`src/rtl/sum_block_accum_pkg.sv`:
```
// Shared types for the sum block accumulator.
// State encoding used by the control FSM.
package sum_block_accum_pkg;

    typedef enum logic [1:0] {
        IDLE  = 2'd0,
        ACCUM = 2'd1,
        DUMP  = 2'd2
    } state_t;

endpackage

```
`src/rtl/sum_block_accum_add.sv`:
```
// Registered accumulator adder with clear, enable and carry-out.
// sum/cout show the result the next enabled edge will store.
module acc_add_reg
    import sum_block_accum_pkg::*;
#(
    parameter int WIDTH = 64
) (
    input  logic             clk,
    input  logic             rst,
    input  logic             clr,
    input  logic             en,
    input  logic [WIDTH-1:0] addend,
    output logic [WIDTH-1:0] sum,
    output logic             cout
);

    logic [WIDTH-1:0] acc;

    assign {cout, sum} = {1'b0, acc} + {1'b0, addend};

    // Clear wins over enable so a block restart never mixes in a sample.
    always_ff @(posedge clk or posedge rst) begin
        if (rst) begin
            acc <= '0;
        end else if (clr) begin
            acc <= '0;
        end else if (en) begin
            acc <= sum;
        end
    end

endmodule

```
`src/rtl/sum_block_accum.sv`:
```
// Accumulates NUM_SAMPLES valid adder sums per block and
// hands the total out over a valid/ready handshake.
module sum_block_accum
    import sum_block_accum_pkg::*;
#(
    parameter int SUM_WIDTH    = 57,
    parameter int NUM_SAMPLES  = 16,
    parameter int ACC_WIDTH    = 64,
    parameter int CNT_WIDTH    = 5,
    parameter int AUTO_RESTART = 0
) (
    input  logic                 clk,
    input  logic                 rst,
    input  logic                 start,
    input  logic [SUM_WIDTH-1:0] sum_in,
    input  logic                 sum_valid,
    output logic [ACC_WIDTH-1:0] acc_out,
    output logic                 acc_valid,
    input  logic                 acc_ready,
    output logic                 busy,
    output logic [CNT_WIDTH-1:0] count,
    output logic                 overflow,
    output logic                 dropped
);

    localparam logic [CNT_WIDTH-1:0] LAST =
        CNT_WIDTH'(NUM_SAMPLES - 1);
    localparam bit AUTO = (AUTO_RESTART != 0);

    state_t               state;
    logic                 hs;
    logic                 add_en;
    logic                 add_clr;
    logic [ACC_WIDTH-1:0] addend;
    logic [ACC_WIDTH-1:0] add_sum;
    logic                 add_cout;

    assign hs      = acc_valid & acc_ready;
    assign add_en  = (state == ACCUM) & sum_valid;
    assign add_clr = ((state == IDLE) & start) |
                     ((state == DUMP) & hs & AUTO);
    assign addend  = ACC_WIDTH'(sum_in);
    assign busy    = (state != IDLE);

    acc_add_reg #(
        .WIDTH (ACC_WIDTH)
    ) u_add (
        .clk    (clk),
        .rst    (rst),
        .clr    (add_clr),
        .en     (add_en),
        .addend (addend),
        .sum    (add_sum),
        .cout   (add_cout)
    );

    // Block control: counter, sticky flags and result register.
    always_ff @(posedge clk or posedge rst) begin
        if (rst) begin
            state     <= IDLE;
            count     <= '0;
            acc_out   <= '0;
            acc_valid <= 1'b0;
            overflow  <= 1'b0;
            dropped   <= 1'b0;
        end else begin
            unique case (state)
                IDLE: begin
                    if (start) begin
                        state    <= ACCUM;
                        count    <= '0;
                        overflow <= 1'b0;
                        dropped  <= 1'b0;
                    end
                end
                ACCUM: begin
                    if (sum_valid) begin
                        count <= count + CNT_WIDTH'(1);
                        if (add_cout) begin
                            overflow <= 1'b1;
                        end
                        if (count == LAST) begin
                            acc_out   <= add_sum;
                            acc_valid <= 1'b1;
                            state     <= DUMP;
                        end
                    end
                end
                DUMP: begin
                    if (hs) begin
                        acc_valid <= 1'b0;
                        if (AUTO) begin
                            state    <= ACCUM;
                            count    <= '0;
                            overflow <= 1'b0;
                            dropped  <= 1'b0;
                        end else begin
                            state <= IDLE;
                            if (sum_valid) begin
                                dropped <= 1'b1;
                            end
                        end
                    end else if (sum_valid) begin
                        dropped <= 1'b1;
                    end
                end
                default: begin
                    state <= IDLE;
                end
            endcase
        end
    end

endmodule

```
`config.mk`:
```
export PLATFORM = sky130hd
export DESIGN_NAME = sum_block_accum
export DESIGN_NICKNAME = d
export VERILOG_FILES = /design/src/rtl/sum_block_accum_pkg.sv /design/src/rtl/sum_block_accum_add.sv /design/src/rtl/sum_block_accum.sv
export SDC_FILE = /design/constraint.sdc
export NUM_CORES = 1
export LEC_CHECK = 0
export BUFFER_PORTS_ARGS = -buffer_cell sky130_fd_sc_hd__buf_4
export CAP_MARGIN = 10
export CORE_MARGIN = 2
export CORE_UTILIZATION = 40
export CTS_BUF_LIST = sky130_fd_sc_hd__clkbuf_16
export DETAILED_ROUTE_END_ITERATION = 10
export SLEW_MARGIN = 5
export SYNTH_ARGS = -nofsm -noshare
export SYNTH_HDL_FRONTEND = slang
export SYNTH_SLANG_ARGS = --single-unit
```
`constraint.sdc`:
```
create_clock -name clk -period 10.3 [get_ports clk]
set_input_delay 2.06 -clock clk [delete_from_list [all_inputs] [get_ports clk]]
set_output_delay 2.06 -clock clk [all_outputs]
set_load 0.05 [all_outputs]
```
==> summary.txt <==
Job
  • MaxCap Viol Count: 0

Logic synthesis
  • FF+latch count, synth: approximately 140
  • Cell count after synthesis: between 1000 and 1500
  • Mapped cell area: 8550 sq um
  • Most used flip-flop cell after synthesis: dfrtp_1
  • Syn_nets: 1125
  • Post-synth ARST share: 100%
  • Synthesized area per cell: 8.52 sq um
  • Synth warnings: 0
  • Sequential element share of the synthesized area: 40.4%
  • Distinct cell type count after synthesis: 63
  • Post-synth EDFFs: 0

Critical path
  • Arrival time worst endpoint: 5.25 ns
  • CP Data Required Time: 10.55 ns
  • Crit start category: input port
  • Critical path start-end classification: in2reg
  • Critical-path maximum fanout: 7
  • CP Capture Type: register

Hold path
  • HP Class: reg2reg

Floorplanning
  • Ports: 135
  • Die height: 150 microns
  • Core Area: about 21000 sq um
  • Die Width: 150 microns
  • Die area: 22600 sq um
  • Row Count: 53
  • Starting Density: 40.7%

Power
  • Cell area power density: between 300 and 400 nW/um^2
  • VDD IR-drop max: between 0.0001 and 0.00015 V
  • Leakage: 4.82 nW

Clock network
  • Clock transition at the registers of the reported paths: 0.06 ns
  • H-Tree Depth: 4
  • Cts hold-fix bufs: 0
  • Root Driver: clkbuf_16
  • Clk Latency, worst-skew pair: 0.43 ns
  • Sink Count: ~140
  • # Post-CTS Setup Buffers: 0
  • Post-CTS sizing: 0
  • CTS tree: yes
  • Clock Tree Buf Depth: 2
  • Total CTS buffers: 17

Detailed routing
  • Routed Antenna Nets: 0
  • Iteration-0 DRC Markers: 393
  • Wire length per cell: 16.1 microns
  • DRC Markers: 0
  • DRT Pass-1 Iters: 5
  • Total wire length: ~23000 microns
  • Via Count: between 7000 and 8000
  • Vias per cell: around 5.4

Timing
  • Tmin final: 4.99 ns
  • Actual slew at the worst max-slew pin: about 0.95 ns
  • Final Cycle Share: between 40 and 50%
  • Final Hold Vio Count: 0
  • Setup repair after global routing missed its margin: no
  • Fin Setup TNS: 0 ns
  • Max Slew Vio Count: 0
  • Fmax: between 200 and 250 MHz
  • Max-slew headroom: 36.6%
  • Post-route setup slack: 5.31 ns
  • Worst Clk Skew: 0.0186 ns
  • Final Setup Violations: 0

Placement
  • DP Worst Slack: around 4.8 ns
  • Placed insts: about 1400
  • HPWL after detailed placement: 16400 microns
  • Port bufs: 134
  • Final Wtd Congestion: 0.820

Outcome
  • Status: finished, final reports clean

Cells and area
  • Most frequent cells in the layout: 191 x nand2_1, 150 x o21ai_0, 139 x buf_4
  • Post-Layout Cell Count: 1397
  • Fill count: a little over 2000
  • Commonest non-fill, non-tap cell in the layout: nand2_1
  • Syn-to-layout area delta: 21.1%
  • Ant diodes: 0
  • Nets: 1233
  • Core Util, Final: 49.3%
  • Share of layout cells above drive strength 1: 16.7%

Global routing
  • Largest net degree at the start of global routing: 73
  • Gr usage total: 20.6%
  • Vias in the first global route: 7199
  • Total gr overflow: 0
  • Initial antenna violation count: 0
  • First-pass GRT wire length: approximately 37000 microns
-- layout make-up --
type                       count  area (sq um)  area share [%]
multi-input combinational    795          4830            46.6
sequential                   138          3450            33.4
timing repair buffer         139          1040            10.1
clock buffer                  17           425            4.11
tap                          275           344            3.32
clock inverter                13           179            1.73
inverter                      20          80.1           0.773
-- flip-flops by register name, summed over array words and instances, names as in the netlist --
name	count
overflow	1
acc_valid	1
count	5
dropped	1
state	2
acc_out	64
u_add.acc	64
-- power breakdown --
part / switching [mW] / internal (mW) / leakage (nW) / total (mW)
Clock: 0.240 / 0.401 / 0.295 / 0.640
Combinational: 1.27 / 0.698 / 2.76 / 1.97
Sequential: 0.130 / 0.751 / 1.77 / 0.881
Total: 1.64 / 1.85 / 4.82 / 3.49
-- kinds of logic (layout without fill, tap and decap cells) --
group	count (synthesis)	count (layout)	share of synthesized area [%]
simple gates	344	344	18.2
compound gates	331	331	23.1
flops	138	138	40.4
buf+inv	70	189	3.22
fa+ha+maj	60	60	8.87
xor+xnor	59	59	6.05
mux	1	1	0.117
-- synth_stat cells (13+ instances only) --
cell type | count | area (sq um)
a21o_1 | 20 | 150
xor2_1 | 26 | 228
ha_1 | 59 | 738
clkbuf_1 | 42 | 158
nand3_1 | 18 | 90.1
nand2_1 | 191 | 717
o21bai_1 | 13 | 97.6
or3_1 | 16 | 100
xnor2_1 | 33 | 289
dfrtp_1 | 138 | 3450
nand4_1 | 22 | 138
inv_1 | 20 | 75.1
a21oi_1 | 70 | 350
o21ai_0 | 150 | 751
nor2_1 | 41 | 154
-- per-stage QoR --
stage	hold WS, ns	total power, mW	instance area [sq um]
after floorplan	0.454	2.33	8550
after global placement	0.463	2.83	9750
after detailed placement	0.471	2.86	9750
after CTS	0.484	3.51	10400
after global routing	0.501	3.78	10400
final	0.479	3.49	10400
-- worst paths after layout --
check / depth (start not counted) / startpoint / endpoint / slack [ns]
worst max-delay path: 13 / sum_in[0] / acc_out[62] / 5.31
worst min-delay path: 2 / acc_out[16] / acc_out[16] / 0.48
worst max register to register: 12 / u_add.acc[0] / acc_out[62] / 6.69
worst min register to register: 2 / acc_out[16] / acc_out[16] / 0.48
max in group asynchronous: 3 / rst / u_add.acc[51] / 7.21
min in group asynchronous: 2 / rst / acc_out[19] / 1.71
-- worst max-delay path, cell delays in order --
cell,delay [ns]
buf_4,0.11
ha_1,0.21
fa_1,0.42
a21oi_1,0.22
o2bb2ai_1,0.13
o31ai_2,0.43
o22ai_1,0.23
o21ba_1,0.23
o211ai_1,0.29
nand3_1,0.16
a41oi_1,0.50
or3_1,0.19
a31oi_1,0.07
-- metal layers --
layer / up-vias / global-route usage (%) / wire length (microns)
met1: 3500 / 28.0 / 10700
met2: 164 / 33.9 / 10600
li1: 3798 / - / -
met5: - / 0 / 0
met3: 15 / 3.39 / 962
met4: 0 / 5.94 / 222
Note: power is estimated with default switching activity, not from simulation.
